===== src/rtl/ts2asi_pkg.sv =====
// Shared definitions for the TS-to-ASI output path: K28.5 comma symbols,
// the phase counter type, serializer states and a constant log2 helper.
package ts2asi_pkg;

    // K28.5 comma in both running disparities, bit 0 transmitted first
    localparam logic [9:0] K28_5_RDN = 10'h17C;
    localparam logic [9:0] K28_5_RDP = 10'h283;

    // Phase counter is wide enough for symbols up to 512 bits
    localparam int PHASE_W = 8;
    typedef logic [PHASE_W-1:0] phase_t;

    // FILL transmits only idle words; DATA is streaming queued symbols
    typedef enum logic {
        ST_FILL = 1'b0,
        ST_DATA = 1'b1
    } ser_state_t;

    // Ceiling log2, usable in constant expressions
    function automatic int clog2(input int value);
        int result;
        result = 0;
        while ((1 << result) < value) begin
            result = result + 1;
        end
        return result;
    endfunction

endpackage


===== src/rtl/sync_fifo.sv =====
// Single-clock show-ahead FIFO with extra pointer MSB to tell full from
// empty. Writes to a full FIFO and reads from an empty one are ignored.
module sync_fifo
    import ts2asi_pkg::*;
#(
    parameter int WIDTH = 8,
    parameter int DEPTH = 4
) (
    input  logic                   clk,
    input  logic                   rst_n,
    input  logic                   wr_en,
    input  logic [WIDTH-1:0]       wr_data,
    input  logic                   rd_en,
    output logic [WIDTH-1:0]       rd_data,
    output logic                   full,
    output logic                   empty,
    output logic [clog2(DEPTH):0]  level
);

    localparam int AW = clog2(DEPTH);
    localparam int PW = AW + 1;

    logic [PW-1:0]    wr_ptr_q, wr_ptr_d;
    logic [PW-1:0]    rd_ptr_q, rd_ptr_d;
    logic [WIDTH-1:0] mem_q [DEPTH];
    logic             do_wr;
    logic             do_rd;

    assign do_wr = wr_en & ~full;
    assign do_rd = rd_en & ~empty;

    assign empty   = (wr_ptr_q == rd_ptr_q);
    assign full    = (wr_ptr_q[AW] != rd_ptr_q[AW]) &&
                     (wr_ptr_q[AW-1:0] == rd_ptr_q[AW-1:0]);
    assign level   = wr_ptr_q - rd_ptr_q;
    assign rd_data = mem_q[rd_ptr_q[AW-1:0]];

    // Advance each pointer only on an accepted transfer
    always_comb begin
        wr_ptr_d = wr_ptr_q;
        rd_ptr_d = rd_ptr_q;
        if (do_wr) begin
            wr_ptr_d = wr_ptr_q + PW'(1);
        end
        if (do_rd) begin
            rd_ptr_d = rd_ptr_q + PW'(1);
        end
    end

    // Pointer registers; reset empties the FIFO
    always_ff @(posedge clk or negedge rst_n) begin
        if (!rst_n) begin
            wr_ptr_q <= '0;
            rd_ptr_q <= '0;
        end else begin
            wr_ptr_q <= wr_ptr_d;
            rd_ptr_q <= rd_ptr_d;
        end
    end

    // Storage array, no reset needed since empty masks stale entries
    always_ff @(posedge clk) begin
        if (do_wr) begin
            mem_q[wr_ptr_q[AW-1:0]] <= wr_data;
        end
    end

endmodule


===== src/rtl/ddr_word_serializer.sv =====
// Serializes WORD_W-bit symbols on LANES lanes into rising/falling bit
// pairs for an ODDR, LSB first, inserting IDLE_WORD whenever the FIFO
// runs dry so the line never stalls.
module ddr_word_serializer
    import ts2asi_pkg::*;
#(
    parameter int                LANES      = 1,
    parameter int                WORD_W     = 10,
    parameter int                FIFO_DEPTH = 4,
    parameter logic [WORD_W-1:0] IDLE_WORD  = WORD_W'(K28_5_RDN),
    parameter logic              INIT       = 1'b0
) (
    input  logic                        clk,
    input  logic                        rst_n,
    input  logic                        ce,
    input  logic                        in_valid,
    output logic                        in_ready,
    input  logic [LANES*WORD_W-1:0]     in_data,
    output logic [LANES-1:0]            out_d0,
    output logic [LANES-1:0]            out_d1,
    output logic                        idle_insert,
    output logic                        underflow_err,
    input  logic                        clr_err,
    output logic [clog2(FIFO_DEPTH):0]  fifo_level
);

    localparam int     HALF       = WORD_W / 2;
    localparam phase_t LAST_PHASE = phase_t'(HALF - 1);

    if ((WORD_W % 2) != 0) begin : g_bad_word_w
        $error("ddr_word_serializer: WORD_W must be even");
    end
    if (HALF > (1 << PHASE_W)) begin : g_bad_phase_w
        $error("ddr_word_serializer: WORD_W too large for phase counter");
    end
    if ((FIFO_DEPTH < 2) || ((FIFO_DEPTH & (FIFO_DEPTH - 1)) != 0)) begin : g_bad_depth
        $error("ddr_word_serializer: FIFO_DEPTH must be a power of 2, at least 2");
    end

    logic [LANES-1:0][WORD_W-1:0] shift_q, shift_d;
    logic [LANES-1:0]             out_d0_q, out_d0_d;
    logic [LANES-1:0]             out_d1_q, out_d1_d;
    phase_t                       phase_q, phase_d;
    ser_state_t                   state_q, state_d;
    logic                         idle_insert_q, idle_insert_d;
    logic                         underflow_err_q, underflow_err_d;

    logic                         fifo_wr;
    logic                         fifo_rd;
    logic                         fifo_full;
    logic                         fifo_empty;
    logic [LANES*WORD_W-1:0]      fifo_rd_data;

    assign in_ready = ce & ~fifo_full;
    assign fifo_wr  = in_valid & in_ready;

    sync_fifo #(
        .WIDTH (LANES*WORD_W),
        .DEPTH (FIFO_DEPTH)
    ) u_fifo (
        .clk     (clk),
        .rst_n   (rst_n),
        .wr_en   (fifo_wr),
        .wr_data (in_data),
        .rd_en   (fifo_rd),
        .rd_data (fifo_rd_data),
        .full    (fifo_full),
        .empty   (fifo_empty),
        .level   (fifo_level)
    );

    // Shift out two bits per lane each enabled cycle; reload at the last phase
    always_comb begin
        shift_d         = shift_q;
        out_d0_d        = out_d0_q;
        out_d1_d        = out_d1_q;
        phase_d         = phase_q;
        state_d         = state_q;
        idle_insert_d   = 1'b0;
        underflow_err_d = underflow_err_q;
        fifo_rd         = 1'b0;

        if (ce) begin
            if (clr_err) begin
                underflow_err_d = 1'b0;
            end
            for (int k = 0; k < LANES; k++) begin
                out_d0_d[k] = shift_q[k][0];
                out_d1_d[k] = shift_q[k][1];
                shift_d[k]  = shift_q[k] >> 2;
            end
            if (phase_q == LAST_PHASE) begin
                phase_d = '0;
                if (!fifo_empty) begin
                    shift_d = fifo_rd_data;
                    fifo_rd = 1'b1;
                    state_d = ST_DATA;
                end else begin
                    shift_d       = {LANES{IDLE_WORD}};
                    idle_insert_d = 1'b1;
                    if (state_q == ST_DATA) begin
                        underflow_err_d = 1'b1;
                        state_d         = ST_FILL;
                    end
                end
            end else begin
                phase_d = phase_q + phase_t'(1);
            end
        end
    end

    // Serializer state; reset restarts the idle stream at phase 0
    always_ff @(posedge clk or negedge rst_n) begin
        if (!rst_n) begin
            shift_q         <= {LANES{IDLE_WORD}};
            out_d0_q        <= {LANES{INIT}};
            out_d1_q        <= {LANES{INIT}};
            phase_q         <= '0;
            state_q         <= ST_FILL;
            idle_insert_q   <= 1'b0;
            underflow_err_q <= 1'b0;
        end else begin
            shift_q         <= shift_d;
            out_d0_q        <= out_d0_d;
            out_d1_q        <= out_d1_d;
            phase_q         <= phase_d;
            state_q         <= state_d;
            idle_insert_q   <= idle_insert_d;
            underflow_err_q <= underflow_err_d;
        end
    end

    assign out_d0        = out_d0_q;
    assign out_d1        = out_d1_q;
    assign idle_insert   = idle_insert_q;
    assign underflow_err = underflow_err_q;

endmodule


===== config.mk =====
export PLATFORM = sky130hd
export DESIGN_NAME = ddr_word_serializer
export DESIGN_NICKNAME = d
export VERILOG_FILES = /design/src/rtl/ts2asi_pkg.sv /design/src/rtl/sync_fifo.sv /design/src/rtl/ddr_word_serializer.sv
export SDC_FILE = /design/constraint.sdc
export NUM_CORES = 1
export LEC_CHECK = 0
export ABC_AREA = 0
export CAP_MARGIN = 20
export CORE_MARGIN = 3
export CORE_UTILIZATION = 62
export DETAILED_ROUTE_END_ITERATION = 16
export PLACE_DENSITY = 0.84
export SLEW_MARGIN = 25
export SYNTH_ARGS = -nofsm -noshare
export SYNTH_HDL_FRONTEND = slang
export SYNTH_SLANG_ARGS = --single-unit

===== constraint.sdc =====
create_clock -name clk -period 4.1 [get_ports clk]
set_input_delay 0.82 -clock clk [delete_from_list [all_inputs] [get_ports clk]]
set_output_delay 0.82 -clock clk [all_outputs]
set_load 0.01 [all_outputs]

==> results.ini <==
[sta]
timing.fmax_mhz = 309
slew_viol_final = 0
tightest_slew_ns = 0.600
hold_violations = 0
rsz0062_at_grt = false
period_share_pct = 79.0
setup_violations = 0
skew_ns = 0.00837
layout_min_cycle_time_ns = 3.24
relSlewSlack_pct = 59.7
setup_tns_ns = 0

[floorplanning]
core_um2 = 4440
rows = 24
dieHeight_um = 74.7
initial_core_util_pct = 65.9
dieArea_um2 = 5580
die_x_um = 74.7
ios = 23

[synthesis]
yosys.area.top_type = edfxtp_1
synth_async_sr_flop_share_pct = 42.0
seq_area_frac_synth_pct = 66.1
syn_nets = 218
ys_ff_latch = 69
synth_cell_types = 38
synth_top_area_share_pct = 41.0
ys.flop_type = edfxtp_1
yosysWarnings = 0
synth_area_per_cell_um2 = 15.2
synth_area_um2 = 2930
synth_area_leaders = edfxtp_1 (41%), dfrtp_1 (20%), mux4_2 (7.7%)
synthCells = 193
synth-edff-count = 40

[min_path]
hold_path.class = input pin to asynchronous set/reset pin

[clock_network]
cts_max_level = 3
clockBufferDepth = 2
clockRootBuffer = clkbuf_8
clock-sinks = 69
path_clk_slew_ns = 0.07
cts_resized = 0
cts_tree = built
cts_hold_buffers = 0
numCtsBuffers = 9
clock_latency_ns = 0.34
cts_setup_buffers = 0

[global_routing]
grt_pass1_wl_um = 8320
grt_max_degree = 34
grt_antenna_before_repair = 0
grt_pass1_vias = 1682
grt_overflow = 0
track_usage_pct = 20.8

[outcome]
status = finished clean

[routing]
via_per_inst = 5.96
drc = 0
routed_wl_um = 5090
wire_per_inst_um = 18.3
vias = 1657
drt-initial-drc-count = 201
dr.pass1.iters = 4
final_antenna_net_count = 0

[worst_setup_path]
rr_startpoint = u_fifo.rd_ptr_q[1]
startpoint = u_fifo.rd_ptr_q[1]
crit_fanout = 14
cp-start-kind = flop
arrival_ns = 2.42
endpoint_kind = output port
path_class = flop to output port
r2r_slack_ns = 1.63
required_ns = 3.28

[power_and_ir_drop]
powerDensity_nw_per_um2 = 652
ir_drop_uv = 412
cellLeakagePower_nw = 1.29
finalPower_mw = 2.20

[placed_design]
hpwl_um = 3430
routabilityCongestion = 0.825
placed_area_um2 = 3200
port_buffers = 22

[cells_and_area]
layout_commonest_cell = edfxtp_1
area_growth_pct = 15.1
drive_above_1_share_pct = 17.7
final_cell_area_um2 = 3370
final_cell_mix = edfxtp_1 (40), dfrtp_1 (23), clkdlybuf4s50_1 (21), inv_1 (14), nor2_1 (12)
antenna_cells = 0
fin_nets = 246

[flow_run]
cap_violations = 0

state kept, by name, summed over array words and instances, names as in the netlist:
signal and count:
shift_q 10, phase_q 8, out_d0 1, u_fifo.rd_ptr_q 3
underflow_err 1, idle_insert 1, u_fifo.mem_q 40, u_fifo.wr_ptr_q 3
state_q 1, out_d1 1
area by class of cell:
| class | count | area [um2] |
|---|---|---|
| multi-input cells | 102 | 901 |
| clock inverters | 2 | 35.0 |
| flip-flops and latches | 69 | 1930 |
| well taps | 52 | 65.1 |
| inverters | 14 | 52.6 |
| repair buffers | 25 | 238 |
| clock buffers | 14 | 143 |
| fillers | 269 | 1080 |
layer usage:
metal  part of all wire, %  vias to the layer above  GRT usage (%)
met4                   1.4                        0           6.72
met1                    42                      826           26.2
met5                     0                        -              0
li1                      -                      769              -
met3                   5.0                        8           6.94
met2                    52                       54           34.2
stage by stage:
step | utilization, % | hold WS (ns) | worst slack, ns | instances
global route | 75.8 | 0.487 | 0.739 | 278
global placement | 71.9 | 0.449 | 1.16 | 262
finish | 75.8 | 0.458 | 0.861 | 278
CTS | 75.9 | 0.481 | 0.852 | 278
floorplan | - | 0.433 | 1.83 | 193
detailed placement | 71.9 | 0.467 | 1.15 | 262
path summary, 6_finish.rpt:
check / to / cells past startpoint
hold reg to reg: phase_q[7] / 1
max in group asynchronous: shift_q[3] / 2
setup reg to reg: u_fifo.mem_q[0][6] / 5
min in group clk: phase_q[7] / 1
setup / recovery: in_ready / 5
hold / removal: out_d1 / 1
worst max-delay path: stages, from the launching register on:
cell	delay (ns)
dfrtp_1	0.73
inv_1	0.10
ha_1	0.39
nand2_1	0.09
o21a_1	0.20
clkdlybuf4s50_1	0.57
Yosys cell counts, types with 3 or more instances:
master and count:
a21oi_1 3, a22oi_1 3, and3_1 5, clkbuf_1 5, dfrtp_1 23, dfstp_2 6, edfxtp_1 40, ha_1 9
inv_1 14, mux2_2 3, mux4_2 10, nand2_1 7, nand3_1 5, nand4_1 3, nor2_1 12, o21ai_0 6
o21ai_1 5, o221ai_1 5, xnor2_1 7, xor2_1 4
power breakdown:
part	internal [mW]	total, mW	switching (mW)
clock network	0.281	0.510	0.229
logic	0.342	0.697	0.355
registers	0.889	0.989	0.0998
total	1.51	2.20	0.684
kinds of logic (layout without fill, tap and decap cells):
kind of cell               after synthesis  in the layout  share of synthesized area [%]
and+or+nand+nor                         40             40                           7.23
AOI/OAI and AO/OA                       27             27                           6.37
xor gates and xnor gates                11             11                           3.29
DFF                                     69             69                           66.1
muxes                                   14             14                           9.36
adders and majority gates               10             10                           4.53
buffers and inverters                   22             55                           3.12
(Power assumes the default switching activity.)
